## src/rtl/pc_seq_pkg.sv

```systemverilog
// Shared types and default constants for the pc_seq program sequencer.
package pc_seq_pkg;

  typedef enum logic [1:0] {
    IDLE,
    RUN,
    HALT
  } state_t;

  typedef enum logic [2:0] {
    HOLD,
    INC,
    REL,
    ABS,
    POP
  } pc_sel_t;

  localparam int PC_W_DEF      = 10;
  localparam int OFF_W_DEF     = 8;
  localparam int HALT_ADDR_DEF = 63;
  localparam int STK_DEPTH_DEF = 4;
  localparam int LUT_DEPTH_DEF = 16;

endpackage

```

## src/rtl/pc_ret_stack.sv

```systemverilog
// Return-address LIFO for pc_seq; push when full and pop when empty are ignored.
module pc_ret_stack #(
  parameter int W     = 10,
  parameter int DEPTH = 4
) (
  input  logic         clk,
  input  logic         rst,
  input  logic         clr,
  input  logic         push,
  input  logic         pop,
  input  logic [W-1:0] din,
  output logic [W-1:0] top,
  output logic         full,
  output logic         empty
);

  localparam int PW = $clog2(DEPTH) + 1;

  logic [W-1:0]    r_mem [DEPTH];
  logic [PW-1:0]   r_ptr;
  logic [PW-2:0]   w_wr_idx;
  logic [PW-2:0]   w_top_idx;

  assign full      = (r_ptr == PW'(DEPTH));
  assign empty     = (r_ptr == '0);
  assign w_wr_idx  = r_ptr[PW-2:0];
  assign w_top_idx = r_ptr[PW-2:0] - 1'b1;
  assign top       = r_mem[w_top_idx];

  always_ff @(posedge clk or posedge rst) begin
    if (rst) begin
      r_ptr <= '0;
    end else if (clr) begin
      r_ptr <= '0;
    end else if (push && !full) begin
      r_ptr <= r_ptr + 1'b1;
    end else if (pop && !empty) begin
      r_ptr <= r_ptr - 1'b1;
    end
  end

  // Entry storage carries no reset; only the pointer defines validity.
  always_ff @(posedge clk) begin
    if (push && !full && !clr) begin
      r_mem[w_wr_idx] <= din;
    end
  end

endmodule

```

## src/rtl/pc_seq.sv

```systemverilog
// Program sequencer: start/run/halt control, branches, call/return stack.
// Optional absolute-target table enabled by defining PC_LUT_EN.
module pc_seq
  import pc_seq_pkg::*;
#(
  parameter int PC_W      = PC_W_DEF,
  parameter int OFF_W     = OFF_W_DEF,
  parameter int HALT_ADDR = HALT_ADDR_DEF,
  parameter int STK_DEPTH = STK_DEPTH_DEF,
  parameter int LUT_DEPTH = LUT_DEPTH_DEF
) (
  input  logic                         CLK,
  input  logic                         RESET,
  input  logic                         start,
  input  logic [PC_W-1:0]              start_address,
  input  logic                         stall,
  input  logic                         branch,
  input  logic                         taken,
  input  logic                         absolute,
  input  logic [OFF_W-1:0]             target,
  input  logic                         call,
  input  logic                         ret,
`ifdef PC_LUT_EN
  input  logic                         lut_we,
  input  logic [$clog2(LUT_DEPTH)-1:0] lut_addr,
  input  logic [PC_W-1:0]              lut_data,
`endif
  output logic [PC_W-1:0]              PC,
  output logic                         running,
  output logic                         halted,
  output logic                         stack_err
);

  localparam int              LAB     = $clog2(LUT_DEPTH);
  localparam logic [PC_W-1:0] HALT_PC = PC_W'(HALT_ADDR);

  state_t          r_state, w_state_nxt;
  pc_sel_t         w_sel;
  logic [PC_W-1:0] r_pc, w_pc_nxt, w_pc_inc, w_abs, w_top;
  logic [LAB-1:0]  w_idx;
  logic            r_err, w_err_set;
  logic            w_push, w_pop, w_clr, w_full, w_empty;

  function automatic logic [PC_W-1:0] f_rel(input logic [PC_W-1:0] pc,
                                            input logic [OFF_W-1:0] off);
    logic signed [PC_W-1:0] s_off;
    s_off = PC_W'($signed(off));
    return pc + s_off;
  endfunction

  assign w_pc_inc = r_pc + PC_W'(1);
  assign w_idx    = target[LAB-1:0];

`ifdef PC_LUT_EN
  logic [PC_W-1:0] r_lut [LUT_DEPTH];

  // Registered write, so a same-cycle jump to the written index sees the old entry.
  always_ff @(posedge CLK) begin
    if (lut_we) begin
      r_lut[lut_addr] <= lut_data;
    end
  end

  assign w_abs = r_lut[w_idx];
`else
  assign w_abs = PC_W'(w_idx);
`endif

  pc_ret_stack #(
    .W     (PC_W),
    .DEPTH (STK_DEPTH)
  ) u_stk (
    .clk   (CLK),
    .rst   (RESET),
    .clr   (w_clr),
    .push  (w_push),
    .pop   (w_pop),
    .din   (w_pc_inc),
    .top   (w_top),
    .full  (w_full),
    .empty (w_empty)
  );

  always_comb begin
    w_state_nxt = r_state;
    w_sel       = HOLD;
    w_push      = 1'b0;
    w_pop       = 1'b0;
    w_clr       = 1'b0;
    w_err_set   = 1'b0;
    if (start) begin
      w_state_nxt = RUN;
      w_clr       = 1'b1;
    end else if (r_state == RUN) begin
      if (r_pc == HALT_PC) begin
        w_state_nxt = HALT;
      end else if (stall) begin
        w_sel = HOLD;
      end else if (call && ret) begin
        w_err_set = 1'b1;
        w_sel     = INC;
      end else if (ret) begin
        if (w_empty) begin
          w_err_set = 1'b1;
          w_sel     = INC;
        end else begin
          w_pop = 1'b1;
          w_sel = POP;
        end
      end else if (call) begin
        if (w_full) begin
          w_err_set = 1'b1;
        end else begin
          w_push = 1'b1;
        end
        w_sel = absolute ? ABS : REL;
      end else if (branch && taken) begin
        w_sel = absolute ? ABS : REL;
      end else begin
        w_sel = INC;
      end
    end
  end

  always_comb begin
    w_pc_nxt = r_pc;
    case (w_sel)
      INC:     w_pc_nxt = w_pc_inc;
      REL:     w_pc_nxt = f_rel(r_pc, target);
      ABS:     w_pc_nxt = w_abs;
      POP:     w_pc_nxt = w_top;
      default: w_pc_nxt = r_pc;
    endcase
    if (start) begin
      w_pc_nxt = start_address;
    end
  end

  always_ff @(posedge CLK or posedge RESET) begin
    if (RESET) begin
      r_state <= IDLE;
      r_pc    <= '0;
      r_err   <= 1'b0;
    end else begin
      r_state <= w_state_nxt;
      r_pc    <= w_pc_nxt;
      if (start) begin
        r_err <= 1'b0;
      end else if (w_err_set) begin
        r_err <= 1'b1;
      end
    end
  end

  assign PC        = r_pc;
  assign running   = (r_state == RUN);
  assign halted    = (r_state == HALT);
  assign stack_err = r_err;

endmodule
```

## config.mk

```make
export PLATFORM = sky130hd
export DESIGN_NAME = pc_seq
export DESIGN_NICKNAME = d
export VERILOG_FILES = /design/src/rtl/pc_seq_pkg.sv /design/src/rtl/pc_ret_stack.sv /design/src/rtl/pc_seq.sv
export SDC_FILE = /design/constraint.sdc
export NUM_CORES = 1
export LEC_CHECK = 0
export ABC_AREA = 1
export CAP_MARGIN = 25
export CORE_ASPECT_RATIO = 1.2
export CORE_MARGIN = 5
export CORE_UTILIZATION = 64
export DETAILED_ROUTE_END_ITERATION = 8
export DONT_BUFFER_PORTS = 1
export PLACE_DENSITY = 0.86
export RECOVER_POWER = 100
export SLEW_MARGIN = 20
export SYNTH_ARGS = -nofsm -noshare
export SYNTH_HDL_FRONTEND = slang
export SYNTH_SLANG_ARGS = --single-unit
```

## constraint.sdc

```tcl
create_clock -name CLK -period 3.3 [get_ports CLK]
set_input_delay 0.825 -clock CLK [delete_from_list [all_inputs] [get_ports CLK]]
set_output_delay 0.825 -clock CLK [all_outputs]
set_load 0.005 [all_outputs]
```

Word level (Yosys, flattened, before mapping)
Memory sizes are Yosys's and may differ from the RTL's.
Cells that the tools add are included.
Storage, ports and cells
  register bits after elaboration: 16
  bits in writable memories: 40
  memories: 1
Cells by class
  mux-type cells: 47
  $add $sub $neg: 5
  reduce and logical (&&, ||, !) cells: 15
  eq/ne operators: 8
Memories
  u_stk.r_mem: words 4, bits a word 10, read ports 1, clocked after memory_dff 0, write ports 1, RTL line pc_ret_stack.sv:19  | logic [W-1:0] r_mem [DEPTH];
Operators by type and width (number)
  10-bit case mux with 4 select lines: 1
  1-bit 2-to-1 mux: 30
  3-bit 2-to-1 mux: 10
  10-bit by 1-bit adder with 10-bit output (second input constant): 1
  10-bit adder: 1
  10-bit by 6-bit == test with 1-bit output (second input constant): 1
  10-bit 2-to-1 mux: 1
  2-bit 2-to-1 mux: 5
  3-bit by 2-bit == test with 1-bit output (second input constant): 2
  3-bit == test (second input constant): 2
  2-bit nonzero test: 3
  1-bit logical AND: 5
  5-bit nonzero test: 1
  3-bit by 1-bit adder with 3-bit output (second input constant): 1
  3-bit by 1-bit == test with 1-bit output (second input constant): 1
  1-bit logical NOT: 3
  3-bit logical NOT: 1
  3-bit nonzero test: 1
  3-bit by 1-bit subtractor with 3-bit output (second input constant): 1
  2-bit by 1-bit == test with 1-bit output (second input constant): 1
  2-bit == test (second input constant): 1
  2-bit AND reduction: 1
  2-bit by 1-bit subtractor with 2-bit output (second input constant): 1

Logic depth before layout (Yosys ltp)
Gate-level depths: netlist (run 1).
  depth in word-level cells: 13
  depth in mapped cells: 15

Modules after synthesis
Synthesis (run 1) repeated with hierarchy kept, for this count alone.
Second synthesis, totals
  cells, all modules: 408
  area, all modules: 3427.0 um2
Modules (own cells, without submodules)
  pc_ret_stack: area each 1788.0 um2, cells an instance 146, times used 1
  pc_seq: area each 1639.1 um2, cells an instance 262, times used 1

Least setup slack after synthesis (run 1)
Ideal clock, no wire load.
  kind: input to register
  start point: input port stall
  end point: memory u_stk.r_mem[1][0], enable pin
  required time: 2.924 ns
  data arrival time: 1.947 ns
  path buffers: 0
  setup slack: 0.977 ns
  stages: 4
  cell sequence: nand3b_1 nor2_4 nand3_1 nor2_1
Between the ends
  word-level cells in the longest chain between the ends: 8
RTL lines
  from (decl): RTL line pc_seq.sv:16  | input logic stall,
  1-bit 2-to-1 mux: RTL line pc_seq.sv:97  | end else if (stall) begin
  1-bit 2-to-1 mux: RTL line pc_seq.sv:95  | if (r_pc == HALT_PC) begin
  1-bit 2-to-1 mux: RTL line pc_seq.sv:94  | end else if (r_state == RUN) begin
  1-bit 2-to-1 mux: RTL line pc_seq.sv:91  | if (start) begin
  1-bit logical AND (2 in a row): RTL line pc_ret_stack.sv:44  | if (push && !full && !clr) begin
  1-bit 2-to-1 mux: RTL line pc_ret_stack.sv:44
  1-bit 2-to-1 mux (implied by the code): RTL line pc_ret_stack.sv:45  | r_mem[w_wr_idx] <= din;
  to (decl): RTL line pc_ret_stack.sv:19
Every way passes these cells.

Worst setup path in the final report (run 1)
  start point: register r_pc[0], in the netlist PC[0]
  end point: register r_pc[2], in the netlist PC[2]
Between the ends
  word-level cells in the longest chain between the ends: 7
  elaborated cells between the ends (all ways): 13
  those cells by class: 2 x add/sub; 5 x eq/ne; 5 x mux; 1 x reduce/logical
RTL lines
  from (decl): RTL line pc_seq.sv:39  | logic [PC_W-1:0] r_pc, w_pc_nxt, w_pc_inc, w_abs, w_top;
  from (signal assigned): RTL line pc_seq.sv:146  | r_pc <= w_pc_nxt;
  10-bit by 6-bit == test with 1-bit output: RTL line pc_seq.sv:95
  3-bit 2-to-1 mux: RTL line pc_seq.sv:95
  3-bit 2-to-1 mux: RTL line pc_seq.sv:94
  3-bit 2-to-1 mux: RTL line pc_seq.sv:91
  3-bit == test (tied with other cells): RTL line pc_seq.sv:127  | case (w_sel)
  10-bit case mux with 4 select lines: RTL line pc_seq.sv:127
  10-bit 2-to-1 mux: RTL line pc_seq.sv:134  | if (start) begin
Several ways; a longest one is shown, not always the timed one.
A chain may end at the register's enable or synchronous reset.

==> results of run 1 <==
[where the power goes]
group | switching (mW) | total (mW) | internal [mW]
Combinational | 0.513 | 0.769 | 0.256
Sequential | 0.0756 | 0.916 | 0.840
Clock | 0.213 | 0.364 | 0.151
[synthesized netlist by cell type, types with 2 or more instances]
cell type / count / area [sq um]
o21ai_0: 22 / 110
nand2_2: 2 / 12.5
ha_1: 14 / 175
buf_6: 2 / 22.5
nor2_4: 3 / 33.8
clkbuf_1: 6 / 22.5
nand2_1: 92 / 345
xnor2_1: 4 / 35.0
o22ai_1: 11 / 68.8
edfxtp_1: 40 / 1200
a21oi_1: 16 / 80.1
nand3_1: 31 / 155
inv_1: 46 / 173
nor2_2: 2 / 12.5
nand4_1: 9 / 56.3
o21bai_1: 2 / 15.0
nor2_1: 72 / 270
dfrtp_1: 16 / 400
o21ai_2: 2 / 17.5
nand3_4: 2 / 35.0
fa_1: 2 / 40.0
xor2_1: 9 / 78.8
[cells in the final DEF (no fill, tap or decap), types with 2 or more instances in the layout]
cell / instances
a21oi_1: 16
buf_4: 2
clkbuf_1: 5
clkbuf_8: 5
dfrtp_1: 16
edfxtp_1: 40
fa_1: 2
ha_1: 14
inv_1: 46
nand2_1: 93
nand3_1: 31
nand3_4: 2
nand4_1: 9
nor2_1: 73
nor2_2: 3
o21ai_0: 22
o21ai_2: 2
o21bai_1: 2
o22ai_1: 11
xnor2_1: 4
xor2_1: 9
[worst max-delay path, cell delays in order, from the launching register on]
cell and delay (ps):
dfrtp_1 510, ha_1 240, nand2_1 100, nor2_1 320
nand3_4 170, nand3_2 250, nand2_2 130, nor2_2 660
nor2_1 110, o21ai_2 80, nand2_1 60
[area by class of cell]
cell class	instances	area [sq um]
timing repair buffer	6	30.0
inverter	48	183
fill	400	1710
multi-input combinational	301	1570
sequential	56	1600
clock inverter	2	16.3
clock buffer	6	72.6
tap	62	77.6
[kinds of logic (layout without fill, tap and decap cells)]
kind of cell,count (synthesis),after routing
and+or+nand+nor,218,218
adders and majority gates,16,16
xor gates and xnor gates,13,13
buffers and inverters,58,62
AOI/OAI and AO/OA,54,54
DFF,56,56
[worst max-delay path by stage]
stage,endpoint,slack [ps],cells after the start
global placement,u_stk.r_ptr[2]$_DFFE_PP0P_,970,10
detailed placement,u_stk.r_ptr[2]$_DFFE_PP0P_,860,10
CTS,u_stk.r_ptr[2]$_DFFE_PP0P_,880,10
global route,PC[1]$_DFFE_PP0P_,370,10
finish,PC[2]$_DFFE_PP0P_,570,10
floorplan,u_stk.r_mem[1][0]$_DFFE_PP_,980,4
[layer usage]
layer	share of wire, %	GRT usage [%]	routed length (um)	vias up
met4	3.1	9.48	245	0
met1	38	27.4	2980	1304
li1	-	-	-	1376
met2	53	40.9	4140	117
met5	0	0	0	-
met3	6.0	3.70	466	23
[metrics by stage]
| step | power (mW) | util [%] | area [sq um] | setup WS [ps] | cells |
|---|---|---|---|---|---|
| finish | 2.05 | 67.5 | 3550 | 565 | 481 |
| global route | 2.20 | 67.5 | 3550 | 367 | 481 |
| CTS | 2.05 | 68.1 | 3580 | 875 | 481 |
| detailed placement | 1.69 | 66.4 | 3490 | 865 | 473 |
| global placement | 1.65 | 66.4 | 3490 | 967 | 473 |
| floorplan | 1.49 | - | 3430 | 977 | 415 |
[flip-flops by register name (all words and copies together) (netlist names)]
signal       flops
stack_err        1
r_state          2
PC              10
u_stk.r_mem     40
u_stk.r_ptr      3
==> results_tabular.tex, run 1 <==
\begin{tabular}{lr}
\hline
Metric & Value \\
\hline
\multicolumn{2}{l}{\textbf{Cells and area}} \\
\quad Antenna diode instance count & 0 \\
\quad Growth of design area from synthesis to finish & 3.61\% \\
\quad Number of nets in the layout & 461 \\
\quad Layout cells sized above 1 & under 10\% \\
\multicolumn{2}{l}{\textbf{Global route}} \\
\quad Pin count of the biggest net entering global routing & 26 \\
\quad Number of antenna violations at the first check in global routing & 0 \\
\quad Gr usage total & between 20\% and 30\% \\
\quad Vias in the first global route & $\sim$2700 \\
\quad Global route total overflow & 0 \\
\quad Global-route wire length before repair & 12800 um \\
\multicolumn{2}{l}{\textbf{Yosys}} \\
\quad Dominant combinational cell family by area after synthesis & simple AND/OR/NAND/NOR gates \\
\quad Compound-Gate Fraction of Synth Area & between 8 and 9\% \\
\quad Proportion of synthesized area in mux cells & 0\% \\
\quad Number of enable flip-flop cells after synthesis & 40 \\
\quad Synth Area in Adders & under 10\% \\
\quad Sequential fraction of the synthesis area & 46.7\% \\
\quad Seq cells post-synth & between 50 and 60 \\
\quad Asr flop ratio synth & between 20\% and 30\% \\
\quad Per-instance average area after synthesis & just over 8 sq um \\
\quad Post-synthesis instance total & 415 \\
\quad Simple-Gate Fraction of Synth Area & $\sim$28\% \\
\quad Number of nets produced by synthesis & 458 \\
\quad Area of the mapped netlist & about 3400 sq um \\
\quad Post-synthesis share of cell area spent on xor and xnor gates & between 3 and 4\% \\
\quad Number of different library cells in the post-synthesis netlist & 32 \\
\quad Most frequently used flop master after synthesis & edfxtp\_1 \\
\quad Count of yosys warnings during synthesis & 0 \\
\multicolumn{2}{l}{\textbf{Setup path}} \\
\quad RR Startpoint & PC[0]\$\_DFFE\_PP0P\_ \\
\quad Data required time of the worst path & about 3500 ps \\
\quad Max FO, Critical Path & 20 \\
\quad Start-to-end type of the worst setup path & reg -> reg \\
\quad Crit. Startpoint & PC[0]\$\_DFFE\_PP0P\_ \\
\quad Endpoint of the worst-slack reg-to-reg timing path & PC[2]\$\_DFFE\_PP0P\_ \\
\quad Worst-case register-to-register setup slack & roughly 570 ps \\
\quad Register-to-Register Path Depth & 10 \\
\quad Data arrival, critical path & 2940 ps \\
\quad Critical Path Source Type & flip-flop \\
\quad Critical path capture point type & flip-flop \\
\multicolumn{2}{l}{\textbf{Route}} \\
\quad Post-route DRC violation count & 0 \\
\quad 1st-pass router iterations & 5 \\
\quad Number of nets still failing antenna checks after routing & 0 \\
\quad Vias post-DR & 2820 \\
\quad Count of routing violations after the opening detailed-route iteration & 230 \\
\quad Post-Route WL & 7830 um \\
\quad Via density & 5.86 \\
\quad Post-DR wirelength/cell & around 16 um \\
\multicolumn{2}{l}{\textbf{Die}} \\
\quad Die X & 76.8 um \\
\quad Vertical die dimension & roughly 90 um \\
\quad I/O pin cnt & 40 \\
\quad Effective utilization at floorplan & 65.1\% \\
\quad Floorplan row count & 29 \\
\quad DIE AREA & roughly 6900 sq um \\
\quad Placeable Area & between 5000 and 6000 sq um \\
\multicolumn{2}{l}{\textbf{Timing}} \\
\quad Final hold violation count & 0 \\
\quad Worst Max-Slew Pin Slew & roughly 810 ps \\
\quad Highest Clock Rate & approximately 370 MHz \\
\quad Setup tns final & 0 ps \\
\quad Final-report setup violation count & 0 \\
\quad Final setup skew & around 5 ps \\
\quad Hold Worst Slack & roughly 500 ps \\
\quad Max-slew headroom & a little under half \\
\quad Minimum period implied by the final worst setup slack & between 2000 and 3000 ps \\
\quad Total count of max-transition violations in the final report & 0 \\
\quad Share of the clock period used by the worst path after layout & roughly 83\% \\
\quad RSZ-0062 raised after global routing & false \\
\multicolumn{2}{l}{\textbf{Placement}} \\
\quad Total of buffers placed on input and output ports & 0 \\
\quad Placed wire-length estimate after detailed placement & between 5000 and 6000 um \\
\quad Gpl congestion & $\sim$0.88 \\
\multicolumn{2}{l}{\textbf{Job}} \\
\quad Max capacitance violation total & 0 \\
\multicolumn{2}{l}{\textbf{Hold path}} \\
\quad Hold Crit Class & in -> async \\
\multicolumn{2}{l}{\textbf{CTS}} \\
\quad Clk root buf & clkbuf\_8 \\
\quad Clock tree from TritonCTS & built \\
\quad Sink count of the clock tree & 56 \\
\quad Clk slew on worst S/H paths & about 90 ps \\
\quad Number of gates resized after cts & 0 \\
\quad Hold-fix buffers at CTS & 0 \\
\quad Total setup buffers inserted after CTS & 0 \\
\quad Longest Clk Path Bufs & 2 \\
\quad Clock insertion delay at the later pin of the skew report & between 300 and 400 ps \\
\quad Max H-tree Level & 2 \\
\quad CTS Buf Count & 5 \\
\multicolumn{2}{l}{\textbf{Power}} \\
\quad Leak Pwr & 1.55 nW \\
\quad Worst ir drop on vdd & between 0.3 and 0.4 mV \\
\quad Pwr Density & approximately 580 nW/um\^{}2 \\
\multicolumn{2}{l}{\textbf{Outcome}} \\
\quad Status & complete, no violations \\
\hline
\end{tabular}
Power figures use the tool's default switching activity.
==> run 2: changes to the inputs <==
- clock period: 3.3 -> 2.6 ns (I/O delays scaled with it)
==> results_tabular.tex, run 2 (synthesis gave the netlist of run 1 again) <==
\begin{tabular}{lr}
\hline
Metric & Value \\
\hline
\multicolumn{2}{l}{\textbf{Cells and area}} \\
\quad Max FFs per register & 40 (unchanged) \\
\quad Layout cells sized above 1 & 6.81\% (+1.8 points) \\
\quad Antenna diode instance count & 0 (unchanged) \\
\quad Filler cell count & 389 (-2.8\%) \\
\quad Fin area & 3600 sq um (+1.3\%) \\
\quad Number of nets in the layout & 468 (+1.5\%) \\
\quad Most common cell after layout, fill and taps aside & nand2\_1 \\
\quad Register with the highest flop count & u\_stk.r\_mem \\
\quad Most used cells in the layout excluding fill and tap cells & nand2\_1, nor2\_1, inv\_1 \\
\quad Final standard cell count with taps included and fillers excluded & 488 (+1.5\%) \\
\quad Growth of design area from synthesis to finish & 4.97\% \\
\multicolumn{2}{l}{\textbf{Placement}} \\
\quad Gpl congestion & 0.901 (+2.1\%) \\
\quad Setup slack after placement & 294 ps (-571 ps) \\
\quad Total of buffers placed on input and output ports & 0 (unchanged) \\
\quad Placed wire-length estimate after detailed placement & 5780 um (-1.7\%) \\
\quad Count of placed standard cells including taps & 480 (+1.5\%) \\
\quad Placement Cell Area & 3540 sq um (+1.5\%) \\
\multicolumn{2}{l}{\textbf{Die}} \\
\quad Vertical die dimension & 90.2 um (unchanged) \\
\quad I/O pin cnt & 40 (unchanged) \\
\quad Die X & 76.8 um (unchanged) \\
\quad Placeable Area & 5260 sq um (unchanged) \\
\quad Effective utilization at floorplan & 65.1\% (unchanged) \\
\quad DIE AREA & 6920 sq um (unchanged) \\
\quad Floorplan row count & 29 (unchanged) \\
\multicolumn{2}{l}{\textbf{CTS}} \\
\quad Clock tree from TritonCTS & built \\
\quad Total setup buffers inserted after CTS & 0 (unchanged) \\
\quad Sink count of the clock tree & 56 (unchanged) \\
\quad Clock insertion delay at the later pin of the skew report & 310 ps (about the same) \\
\quad Clk slew on worst S/H paths & 100 ps (about the same) \\
\quad Longest Clk Path Bufs & 2 (unchanged) \\
\quad Number of gates resized after cts & 0 (unchanged) \\
\quad Max H-tree Level & 2 (unchanged) \\
\quad Hold-fix buffers at CTS & 0 (unchanged) \\
\quad Clk root buf & clkbuf\_8 \\
\quad CTS Buf Count & 5 (unchanged) \\
\multicolumn{2}{l}{\textbf{Timing}} \\
\quad Final hold violation count & 0 (unchanged) \\
\quad Max-slew headroom & 54.8\% (+8.9 points) \\
\quad Minimum period implied by the final worst setup slack & 2350 ps (-386 ps) \\
\quad Hold Worst Slack & 317 ps (-186 ps) \\
\quad Worst Max-Slew Pin Slew & 678 ps (-133 ps) \\
\quad Setup tns final & 0 ps (unchanged) \\
\quad Total count of max-transition violations in the final report & 0 (unchanged) \\
\quad Final setup skew & 5.85 ps (+0.766 ps) \\
\quad RSZ-0062 raised after global routing & false \\
\quad Final-report setup violation count & 0 (unchanged) \\
\quad Highest Clock Rate & 426 MHz (+16\%) \\
\quad Share of the clock period used by the worst path after layout & 90.3\% (+7.5 points) \\
\quad Worst setup slack after layout & 251 ps (-314 ps) \\
\multicolumn{2}{l}{\textbf{Setup path}} \\
\quad Max FO, Critical Path & 7 (-65\%) \\
\quad Critical-path top delay cell & dfrtp\_1 \\
\quad Data required time of the worst path & 2800 ps (-700 ps) \\
\quad Critical Path Source Type & flip-flop \\
\quad Ordered cell list for the critical path & ha\_1 > nand2\_1 > nor2\_4 > nand3\_4 > nand3\_1 > inv\_1 > fa\_1 > xor2\_1 > xor2\_1 > o22ai\_1 \\
\quad Crit. Startpoint & PC[1]\$\_DFFE\_PP0P\_ \\
\quad Most prevalent standard cell on the critical path & xor2\_1 \\
\quad Critical path capture point type & flip-flop \\
\quad Data arrival, critical path & 2550 ps (-390 ps) \\
\quad Register-to-Register Path Depth & 10 (unchanged) \\
\quad Biggest cell delay along the critical path & 500 ps (-160 ps) \\
\quad RR Startpoint & PC[1]\$\_DFFE\_PP0P\_ \\
\quad Start-to-end type of the worst setup path & reg -> reg \\
\quad Worst-case register-to-register setup slack & 250 ps (-310 ps) \\
\multicolumn{2}{l}{\textbf{Global route}} \\
\quad Gr usage total & 23.0\% (-0.063 points) \\
\quad Met3 Use GR & 4.30\% (+0.60 points) \\
\quad Met2 layer usage reported by global route & 40.2\% (-0.71 points) \\
\quad Global route total overflow & 0 (unchanged) \\
\quad Pin count of the biggest net entering global routing & 26 (unchanged) \\
\quad Global-route wire length before repair & 12900 um (+1.2\%) \\
\quad Number of antenna violations at the first check in global routing & 0 (unchanged) \\
\quad Met1 GRT Util & 25.6\% (-1.8 points) \\
\quad Most Crowded Layer GR & met2 \\
\quad Vias in the first global route & 2744 (+2.2\%) \\
\multicolumn{2}{l}{\textbf{Hold path}} \\
\quad Hold Crit Class & in -> async \\
\multicolumn{2}{l}{\textbf{Power}} \\
\quad Pwr Density & 724 nW/um\^{}2 (+25\%) \\
\quad Net switching power of the design & 1.01 mW (+26\%) \\
\quad Worst ir drop on vdd & 0.411 mV (+33\%) \\
\quad Share of power burned in the clock network & 18.4\% (+0.6 points) \\
\quad Leak Pwr & 1.59 nW (+2.5\%) \\
\quad Proportion of power drawn by flip-flops and latches & 43.9\% (-0.8 points) \\
\quad Part of the total power dissipated in combinational logic & 37.7\% (+0.2 points) \\
\quad Internal cell power & 1.59 mW (+28\%) \\
\quad Switching power share of the total & 38.8\% (-0.36 points) \\
\multicolumn{2}{l}{\textbf{Route}} \\
\quad Post-DR wirelength/cell & 16.2 um (-0.67\%) \\
\quad Post-route DRC violation count & 0 (unchanged) \\
\quad Post-Route WL & 7890 um (+0.78\%) \\
\quad Vias post-DR & 2839 (+0.67\%) \\
\quad Count of routing violations after the opening detailed-route iteration & 193 (-16\%) \\
\quad Number of nets still failing antenna checks after routing & 0 (unchanged) \\
\quad 1st-pass router iterations & 5 (unchanged) \\
\quad Via density & 5.82 (-0.77\%) \\
\multicolumn{2}{l}{\textbf{Job}} \\
\quad Max capacitance violation total & 0 (unchanged) \\
\multicolumn{2}{l}{\textbf{Outcome}} \\
\quad Status & complete, no violations \\
\hline
\end{tabular}
run 2: worst paths after layout:
| kind | end |
|---|---|
| max in group asynchronous | PC[0]$_DFFE_PP0P_ |
| hold reg to reg | r_state[0]$_DFFE_PP0P_ |
| setup reg to reg | u_stk.r_ptr[2]$_DFFE_PP0P_ |
| hold / removal | u_stk.r_ptr[2]$_DFFE_PP0P_ |
| setup / recovery | u_stk.r_ptr[2]$_DFFE_PP0P_ |
| min in group CLK | stack_err$_DFFE_PP0P_ |
run 2: area by class of cell:
type / instances / area, sq um / area share (%)
flip-flops and latches: 56 / 1600 / 44.5
multi-input cells: 301 / 1570 / 43.7
inverters: 48 / 183 / 5.08
well taps: 62 / 77.6 / 2.16
repair buffers: 13 / 72.6 / 2.02
clock buffers: 5 / 68.8 / 1.91
clock inverters: 3 / 22.5 / 0.626
run 2: critical path: cells and delay by family, from the launching register on:
family                   cells  cell delay [ps]
adder cells (fa/ha/maj)      2              630
AND/OR/NAND/NOR              4              600
flip-flops                   1              500
XOR/XNOR                     2              350
AO/OA/AOI/OAI                1              100
buffers and inverters        1               70
run 2: per-layer routing:
metal / vias to the layer above / wire, um
met5: - / 0
met4: 0 / 468
met3: 41 / 461
met2: 121 / 3970
met1: 1290 / 2990
li1: 1387 / -
run 2: power by group through the flow:
stage                     sequential, mW  clock, mW  combinational, mW
after global routing                1.15      0.526               1.11
after floorplan                     1.16          0              0.738
after global placement              1.16          0              0.936
final                               1.14      0.478              0.982
after detailed placement            1.16          0              0.975
after CTS                           1.14      0.481              0.986
run 2: metrics by stage:
stage	power, mW	util (%)
after floorplan	1.89	-
after global placement	2.10	67.4
after detailed placement	2.14	67.4
after CTS	2.61	69.1
after global routing	2.79	68.4
final	2.60	68.4
